### src/rtl/mem_pkg.sv
// mem_pkg: shared encodings and helpers for the MEM-stage data-memory access path.
package mem_pkg;
  localparam int STRB_W = 8;
  localparam int OFF_W = 3;
  localparam logic [2:0] F3_LB = 3'b000, F3_LH = 3'b001, F3_LW = 3'b010, F3_LD = 3'b011;
  localparam logic [2:0] F3_LBU = 3'b100, F3_LHU = 3'b101, F3_LWU = 3'b110;
  localparam logic [2:0] F3_SB = 3'b000, F3_SH = 3'b001, F3_SW = 3'b010, F3_SD = 3'b011;
  localparam logic [1:0] ST_IDLE = 2'd0, ST_REQ = 2'd1, ST_WAIT = 2'd2, ST_DONE = 2'd3;
  typedef enum logic [1:0] {SZ_B, SZ_H, SZ_W, SZ_D} size_e;
  function automatic logic [STRB_W-1:0] size_mask(input logic [1:0] sz);
    return sz[1] ? (sz[0] ? 8'hFF : 8'h0F) : (sz[0] ? 8'h03 : 8'h01);
  endfunction
  // offset bits that must be zero for an access of this size to be aligned
  function automatic logic [OFF_W-1:0] align_mask(input logic [1:0] sz);
    return 3'b111 >> (2'd3 - sz);
  endfunction
endpackage

### src/rtl/load_align.sv
// load_align: extract the addressed bytes from a memory word and sign/zero-extend them.
module load_align
  import mem_pkg::*;
#(
  parameter int BUS_WIDTH = 64
) (
  input  logic [BUS_WIDTH-1:0] i_rdata,
  input  logic [OFF_W-1:0]     i_offset,
  input  logic [2:0]           i_funct3,
  output logic [BUS_WIDTH-1:0] o_data
);
  logic [BUS_WIDTH-1:0] w_shift;
  logic                 w_sx;
  logic [1:0]           w_sz;
  assign w_shift = i_rdata >> {i_offset, 3'b000};
  assign w_sx = ~i_funct3[2];
  assign w_sz = i_funct3[1:0];
  always_comb begin
    o_data = w_shift;
    o_data = (w_sz == F3_LB[1:0]) ? {{(BUS_WIDTH-8){w_sx & w_shift[7]}}, w_shift[7:0]} :
             (w_sz == F3_LH[1:0]) ? {{(BUS_WIDTH-16){w_sx & w_shift[15]}}, w_shift[15:0]} :
             (w_sz == F3_LW[1:0]) ? {{(BUS_WIDTH-32){w_sx & w_shift[31]}}, w_shift[31:0]} :
             w_shift;
  end
endmodule

### src/rtl/mem_access_unit.sv
// mem_access_unit: turns EX/MEM load/store control into one outstanding ready/valid
// data-memory request, stalls the pipeline meanwhile and returns aligned load data.
module mem_access_unit
  import mem_pkg::*;
#(
  parameter int BUS_WIDTH   = 64,
  parameter int INSTR_WIDTH = 32,
  parameter int STRB_WIDTH  = 8
) (
  input  logic                   clk,
  input  logic                   rst_n,
  input  logic                   in_mem_read,
  input  logic                   in_mem_write,
  input  logic [INSTR_WIDTH-1:0] in_instr,
  input  logic [BUS_WIDTH-1:0]   in_addr,
  input  logic [BUS_WIDTH-1:0]   in_store_data,
  output logic                   stall,
  output logic                   req_valid,
  input  logic                   req_ready,
  output logic                   req_we,
  output logic [BUS_WIDTH-1:0]   req_addr,
  output logic [BUS_WIDTH-1:0]   req_wdata,
  output logic [STRB_WIDTH-1:0]  req_wstrb,
  input  logic                   resp_valid,
  input  logic [BUS_WIDTH-1:0]   resp_rdata,
  input  logic                   resp_err,
  output logic [BUS_WIDTH-1:0]   load_data,
  output logic                   load_valid,
  output logic                   mem_done,
  output logic                   misaligned,
  output logic                   access_fault
);
  logic [1:0]           r_state;
  logic [1:0]           w_next;
  logic [2:0]           r_funct3;
  logic [OFF_W-1:0]     r_off;
  logic                 r_err;
  logic [BUS_WIDTH-1:0] r_load_data;
  logic [2:0]           w_funct3;
  logic [OFF_W-1:0]     w_off;
  logic                 w_access;
  logic                 w_aligned;
  logic                 w_start;
  logic [BUS_WIDTH-1:0] w_aligned_data;
  logic                 w_unused_instr;
  assign w_funct3 = in_instr[14:12];
  assign w_off = in_addr[OFF_W-1:0];
  assign w_access = in_mem_read | in_mem_write;
  assign w_aligned = (w_off & align_mask(w_funct3[1:0])) == '0;
  assign w_start = (r_state == ST_IDLE) & w_access & w_aligned;
  assign w_unused_instr = ^{in_instr[INSTR_WIDTH-1:15], in_instr[11:0]};
  always_comb begin
    w_next = r_state;
    w_next = (r_state == ST_IDLE) ? (w_start ? ST_REQ : ST_IDLE) :
             (r_state == ST_REQ)  ? (req_ready ? ST_WAIT : ST_REQ) :
             (r_state == ST_WAIT) ? (resp_valid ? ST_DONE : ST_WAIT) :
             ST_IDLE;
  end
  load_align #(.BUS_WIDTH(BUS_WIDTH)) u_load_align (
    .i_rdata  (resp_rdata),
    .i_offset (r_off),
    .i_funct3 (r_funct3),
    .o_data   (w_aligned_data)
  );
  always_ff @(posedge clk or negedge rst_n) begin
    if (!rst_n) begin
      r_state     <= ST_IDLE;
      r_funct3    <= '0;
      r_off       <= '0;
      r_err       <= 1'b0;
      r_load_data <= '0;
      req_we      <= 1'b0;
      req_addr    <= '0;
      req_wdata   <= '0;
      req_wstrb   <= '0;
    end else begin
      r_state <= w_next;
      if (w_start) begin
        r_funct3  <= w_funct3;
        r_off     <= w_off;
        req_we    <= in_mem_write;
        req_addr  <= {in_addr[BUS_WIDTH-1:OFF_W], {OFF_W{1'b0}}};
        req_wdata <= in_store_data << {w_off, 3'b000};
        req_wstrb <= STRB_WIDTH'(size_mask(w_funct3[1:0]) << w_off);
      end
      if (r_state == ST_WAIT && resp_valid) begin
        r_err <= resp_err;
        if (!req_we) r_load_data <= w_aligned_data;
      end
    end
  end
  assign load_data = r_load_data;
  assign req_valid = r_state == ST_REQ;
  // DONE drops stall so the pipeline advances past the completed access
  assign stall = w_start | (r_state == ST_REQ) | (r_state == ST_WAIT);
  assign mem_done = r_state == ST_DONE;
  assign load_valid = (r_state == ST_DONE) & ~req_we;
  assign access_fault = (r_state == ST_DONE) & r_err;
  assign misaligned = (r_state == ST_IDLE) & w_access & ~w_aligned;
endmodule

### config.mk
export PLATFORM = sky130hd
export DESIGN_NAME = mem_access_unit
export DESIGN_NICKNAME = d
export VERILOG_FILES = /design/src/rtl/mem_pkg.sv /design/src/rtl/load_align.sv /design/src/rtl/mem_access_unit.sv
export SDC_FILE = /design/constraint.sdc
export NUM_CORES = 1
export LEC_CHECK = 0
export BUFFER_PORTS_ARGS = -buffer_cell sky130_fd_sc_hd__buf_2
export CAP_MARGIN = 20
export CORE_MARGIN = 4
export CORE_UTILIZATION = 45
export DETAILED_ROUTE_END_ITERATION = 10
export PLACE_DENSITY = 0.73
export SLEW_MARGIN = 30
export SYNTH_ARGS = -nofsm -noshare
export SYNTH_HDL_FRONTEND = slang
export SYNTH_HIERARCHICAL = 1
export SYNTH_SLANG_ARGS = --single-unit
### constraint.sdc
create_clock -name clk -period 2.07 [get_ports clk]
set_input_delay 0.3105 -clock clk [delete_from_list [all_inputs] [get_ports clk]]
set_output_delay 0.3105 -clock clk [all_outputs]
set_load 0.05 [all_outputs]
# Yosys cells after proc, flatten, opt, wreduce, memory -nomap -nowiden
# Cells that the tools add are included.
# W data, S select, Z words.
dict set report op_classes {
  n_reduce_logical 5
  shifts 4
  n_eq_ne 5
  n_mux 12
  order_cmp 0
  n_addsub 1
  div_mod_pow 0
  n_bitwise 15
  n_mul 0
}
# operator count
set ops {}
lappend ops {{$mux W64} 3}
lappend ops {{$shl A64 B6 Y64} 1}
lappend ops {{$shr A64 B6 Y64} 1}
lappend ops {{$mux W8} 2}
lappend ops {{$mux W2} 5}
lappend ops {{$and A1 B1 Y1} 8}
lappend ops {{$shl A8 B3 Y8} 1}
lappend ops {{$eq A2 B2 Y1 const B} 3}
lappend ops {{$eq A2 B1 Y1 const B} 2}
lappend ops {{$logic_not A2 Y1} 2}
lappend ops {{$and A3 B3 Y3} 1}
lappend ops {{$logic_not A3 Y1} 1}
lappend ops {{$not A1 Y1} 3}
lappend ops {{$or A1 B1 Y1} 3}
lappend ops {{$shr A3 B2 Y3 const A} 1}
lappend ops {{$mux W1} 2}
lappend ops {{$reduce_and A2 Y1} 1}
lappend ops {{$sub A2 B2 Y2 const A} 1}
lappend ops {{$logic_and A1 B1 Y1} 1}
dict set report word_totals {
  regBits 207
  latchBits 0
  memories 0
  input_bits 231
  output_inout_bits 207
  romBits 0
  ramBits 0
}

# Logic depth before layout (Yosys ltp)
dict set report logic_depth {
  ltp_word 7
  ltp_mapped 9
}

# Modules after synthesis
# Netlist, hierarchy kept.
# module instances cells_each area_per_inst_um2
set modules_own_cells {}
lappend modules_own_cells {mem_access_unit 1 876 9454.1}
lappend modules_own_cells {load_align 1 366 2379.8}

# Worst setup path before layout
# No wires, ideal clock.
dict set report synth_path {
  path_type {reg2out}
  from {register r_state[1]}
  to {output stall}
  slack_ns -0.149
  t_arrival_ns 1.909
  stages_incl_launch_ff 3
  n_path_buf 0
  path_cell_list {dfrtp_1 and2_1 o21ai_0}
}
dict set report synth_between {
  elab_chain_cells 5
}
# item line
set synth_rtl {}
lappend synth_rtl {{start: declaration} mem_access_unit.sv:33} ;# logic [1:0] r_state;
lappend synth_rtl {{start signal: assignment} mem_access_unit.sv:77} ;# r_state <= w_next;
lappend synth_rtl {{$logic_not A2 Y1} mem_access_unit.sv:50} ;# assign w_start = (r_state == ST_IDLE) & w_access & w_aligned;
lappend synth_rtl {{$and A1 B1 Y1 (2 in a row)} mem_access_unit.sv:50}
lappend synth_rtl {{$or A1 B1 Y1} mem_access_unit.sv:95} ;# assign stall = w_start | (r_state == ST_REQ) | (r_state == ST_WAIT);
lappend synth_rtl {{$or A1 B1 Y1 *} mem_access_unit.sv:95}
lappend synth_rtl {{end: declaration} mem_access_unit.sv:17} ;# output logic stall,
# Every way passes the cells marked *; elsewhere a longest branch is shown, timed or not.

# Worst setup path in the final report
dict set report layout_path {
  from {register r_off[2]}
  to {register r_load_data[40] (netlist: load_data[40])}
}
dict set report layout_between {
  elab_chain_cells 5
}
# item line
set layout_rtl {}
lappend layout_rtl {{start: declaration} mem_access_unit.sv:36} ;# logic [OFF_W-1:0] r_off;
lappend layout_rtl {{start signal: assignment} mem_access_unit.sv:80} ;# r_off <= w_off;
lappend layout_rtl {{$shr A64 B6 Y64 *} load_align.sv:15} ;# assign w_shift = i_rdata >> {i_offset, 3'b000};
lappend layout_rtl {{$and A1 B1 Y1} load_align.sv:22} ;# (w_sz == F3_LW[1:0]) ? {{(BUS_WIDTH-32){w_sx & w_shift[31]}}, w_shift[31:0]} :
lappend layout_rtl {{$mux W64} load_align.sv:22}
lappend layout_rtl {{$mux W64} load_align.sv:21} ;# (w_sz == F3_LH[1:0]) ? {{(BUS_WIDTH-16){w_sx & w_shift[15]}}, w_shift[15:0]} :
lappend layout_rtl {{$mux W64 *} load_align.sv:20} ;# o_data = (w_sz == F3_LB[1:0]) ? {{(BUS_WIDTH-8){w_sx & w_shift[7]}}, w_shift[7:0]} :
lappend layout_rtl {{via w_aligned_data[40]} mem_access_unit.sv:44} ;# logic [BUS_WIDTH-1:0] w_aligned_data;
lappend layout_rtl {{end signal: assignment} mem_access_unit.sv:88} ;# if (!req_we) r_load_data <= w_aligned_data;
lappend layout_rtl {{end: declaration} mem_access_unit.sv:38} ;# logic [BUS_WIDTH-1:0] r_load_data;
# The timed path passes the listed nets; every way through them passes the cells marked *.
# A chain may end at the register's enable or synchronous reset.

==> summary.txt <==
status: finished, violations left
failing checks: negative setup slack
XOR/XNOR Fraction of Synth Area: 0
number of buffers created by CTS: 24
switching part of the total: 0.5250
clk slew on worst S/H paths: 60 ps
vias in the first global route: 11860
CORE AREA: 25980 µm²
vias per std cell: 5.739
sequential share of the synthesized area: 0.4377
top cells by area, synth: dfrtp_1 (44%), nand2_1 (9.5%), mux2_2 (9.1%)
pwr dens: 1784 nW/µm²
Layout area overhead: 38.12%
Synth Area in Adders: 0
RSZ-0062 raised after global routing: true
Gate power share: 0.612
final hold vios: 0
Max Clock Skew: 29.04 ps
Final Power: 29.16 mW
IO buf count: 405
global-route wire length before repair: 67.31 mm
mux contribution to synthesized area: 0.2060
aggregate global-route resource usage: 0.2925
Via Count: 11940
LEAKAGE: 8.535 nW
CP Max Fanout: 7
fin crit period: 2235 ps
Finished Cell Area: 16340 µm²
largest net degree at the start of global routing: 60
DR DRC count: 0
ratio of cells with drive above 1 in the final layout: 0.3985
Sink Count: 207
FP Rows: 59
relative slew slack: 0.5135
Flop pwr share: 0.247
CTS tree: built
# H-tree levels: 1
full die area: 28960 µm²
multi-input logic area: 6271 µm²
Fmax achieved: 0.4473 GHz
Final Setup Violations: 48
CTS Buffer Depth: 3
gpl congestion: 0.9696
# IOs: 438
ordered list of cells on the worst path: mux4_2, and2_4, o31ai_4, o21a_4, clkbuf_16, o21ai_1, mux2_4
max incr delay on CP: 530 ps
critical path type: reg -> reg
post-DP HPWL: 31.76 mm
clk_lat worst skew: 530 ps
Post-Synth Simple-Gate Area: 0.1401
post-synth cell types: 58
R2R setup slack: -170 ps
synthesized flop and latch total: 207
Hold Crit Class: in -> reg
critical path launch point type: flop
largest family of logic cells by synthesized area: multiplexers
Synth Cell Area: 11830 µm²
clock share of power: 0.142
initial core utilization: 0.4554
drt pass-1 iters: 9
cell-internal power: 13.85 mW
Yosys top cell by area: dfrtp_1
DIE WIDTH: 170.2 µm
Synth Warn #: 6
Compound-Gate Fraction of Synth Area: 0.1649
max-cap violations: 0
Placed Instance Area: 14730 µm²
sw power: 15.31 mW
Synth Area per Inst: 9.528 µm²
VDD IR-drop max: 1714 µV
Post-Syn Instances: 1242
Critical Path RT: 2460 ps
Worst Tran Pin Value: 728.9 ps
Setup WS post-layout: -165.4 ps
WL/cell: 21.43 µm
Initial DRC Count: 1257
Worst Setup End Kind: flop
antenna violations before repair: 6
Final Net Count: 1958
fillers: 2103
detailed-route wire length: 44.60 mm
clk root buf: clkbuf_16
area share of the largest cell type after synthesis: 0.4377
Die Y: 170.2 µm
Max Slew Vio Count: 0
Final Cycle Share: 1.080
dpl ws: -167.3 ps
post-route ant nets: 0
Congestion Overflow GR: 0
Worst path slowest cell: mux4_2
Register Area: 5189 µm²
CP arrival: 2630 ps
==> what timing repair did <==
item                                   4_1_cts  5_1_grt
setup endpoints to repair                   55       58
gates cloned                                 0        2
endpoints found under the hold margin      102        0
buffers inserted                             1        2
hold buffers                                61        0
gates resized for setup                     19       35
pin swaps                                    3        2
==> critical path, delay by kind of cell, from the launching register on <==
family / cells / cell delay [ps]
and+or+nand+nor: 1 / 170
AOI/OAI and AO/OA: 3 / 550
muxes: 2 / 810
buffers and inverters: 1 / 170
DFF: 1 / 390
==> final cells by class <==
type                       instances  share of cell area
timing repair buffer             562              0.2213
antenna                            2           0.0003062
clock buffer                      37             0.04402
sequential                       207              0.3175
clock inverter                     6            0.002986
inverter                          20            0.004593
multi-input combinational        912              0.3837
tap                              335             0.02564
==> synth_stat cells, drive strengths merged <==
cell type  instances
a2111oi            9
a211o              2
a211oi             8
a21o              34
a21oi             37
a222oi             7
a22o               8
a22oi             16
and2               4
and3               1
buf               72
clkbuf            33
conb               1
dfrtp            207
inv               20
mux2             118
mux2i             89
mux4               8
nand2            300
nand2b             8
nand3             17
nand4bb            1
nor2              43
nor2b             15
nor3               4
nor3b              1
nor4               2
o211ai             8
o21a               9
o21ai             93
o221a              1
o221ai            11
o22ai             26
o311ai             1
o31ai             21
o32a               1
or2                5
or3                1
==> per-layer routing <==
layer	vias to the layer above	track usage	routed length [µm]
li1	5339	-	-
met1	5759	0.3606	16320
met2	697	0.4928	21700
met3	140	0.07364	4425
met4	8	0.1177	2099
met5	-	0	50
==> registers in the layout (all words and copies together) (netlist names) <==
name,cells
r_off,3
r_funct3,3
req_addr,61
r_err,1
load_data,64
req_we,1
req_wstrb,8
req_wdata,64
r_state,2
==> final timing paths <==
path | from | end | depth (start not counted)
worst max-delay path | r_off[2]$_DFFE_PN0P_ | load_data[40]$_DFFE_PN0P_ | 7
worst min-delay path | in_addr[33] | req_addr[33]$_DFFE_PN0P_ | 3
worst max register to register | r_off[2]$_DFFE_PN0P_ | load_data[40]$_DFFE_PN0P_ | 7
worst min register to register | req_wstrb[0]$_DFFE_PN0P_ | req_wstrb[0]$_DFFE_PN0P_ | 1
max in group asynchronous | rst_n | req_wstrb[0]$_DFFE_PN0P_ | 3
min in group asynchronous | rst_n | load_data[4]$_DFFE_PN0P_ | 2
==> power by group through the flow <==
stage / combinational (mW) / clock [mW] / sequential, mW
2_1_floorplan: 6.24 / 0 / 13.0
3_3_place_gp: 16.7 / 0 / 7.12
3_5_place_dp: 17.0 / 0 / 7.13
4_1_cts: 17.2 / 4.21 / 7.15
5_1_grt: 18.8 / 4.41 / 7.39
6_report: 17.8 / 4.13 / 7.20
==> stage by stage <==
stage	cells	hold WS, ps	TNS [ps]	util
final	2081	17.74	-6077	0.6290
after global routing	2081	15.37	-8344	0.6290
after CTS	2075	2.093	-3952	0.6219
after detailed placement	1971	242.5	-6311	0.5668
after global placement	1971	238.3	-5288	0.5668
after floorplan	1244	14.91	-2985	-
==> logic make-up after synthesis <==
| group | count (synthesis) |
|---|---|
| buffers and inverters | 125 |
| muxes | 215 |
| AOI/OAI and AO/OA | 292 |
| and+or+nand+nor | 402 |
| other | 1 |
| DFF | 207 |
==> cell usage in the layout, fill, tap and decap left out, types with 9 or more instances in the layout <==
master,instances
buf_2,401
nand2_1,298
dfrtp_1,202
mux2i_1,87
buf_4,77
mux2_2,71
dlygate4sd3_1,61
o21ai_0,49
nor2_1,39
mux2_4,38
a21oi_1,34
o21ai_1,34
a21o_1,34
o22ai_1,26
clkbuf_16,26
o31ai_1,20
inv_1,20
nand3_1,17
a22oi_1,16
nor2b_1,15
buf_12,15
o221ai_1,10
o21ai_2,10
mux2_1,9
No activity file was read; power rests on OpenSTA's default activity.
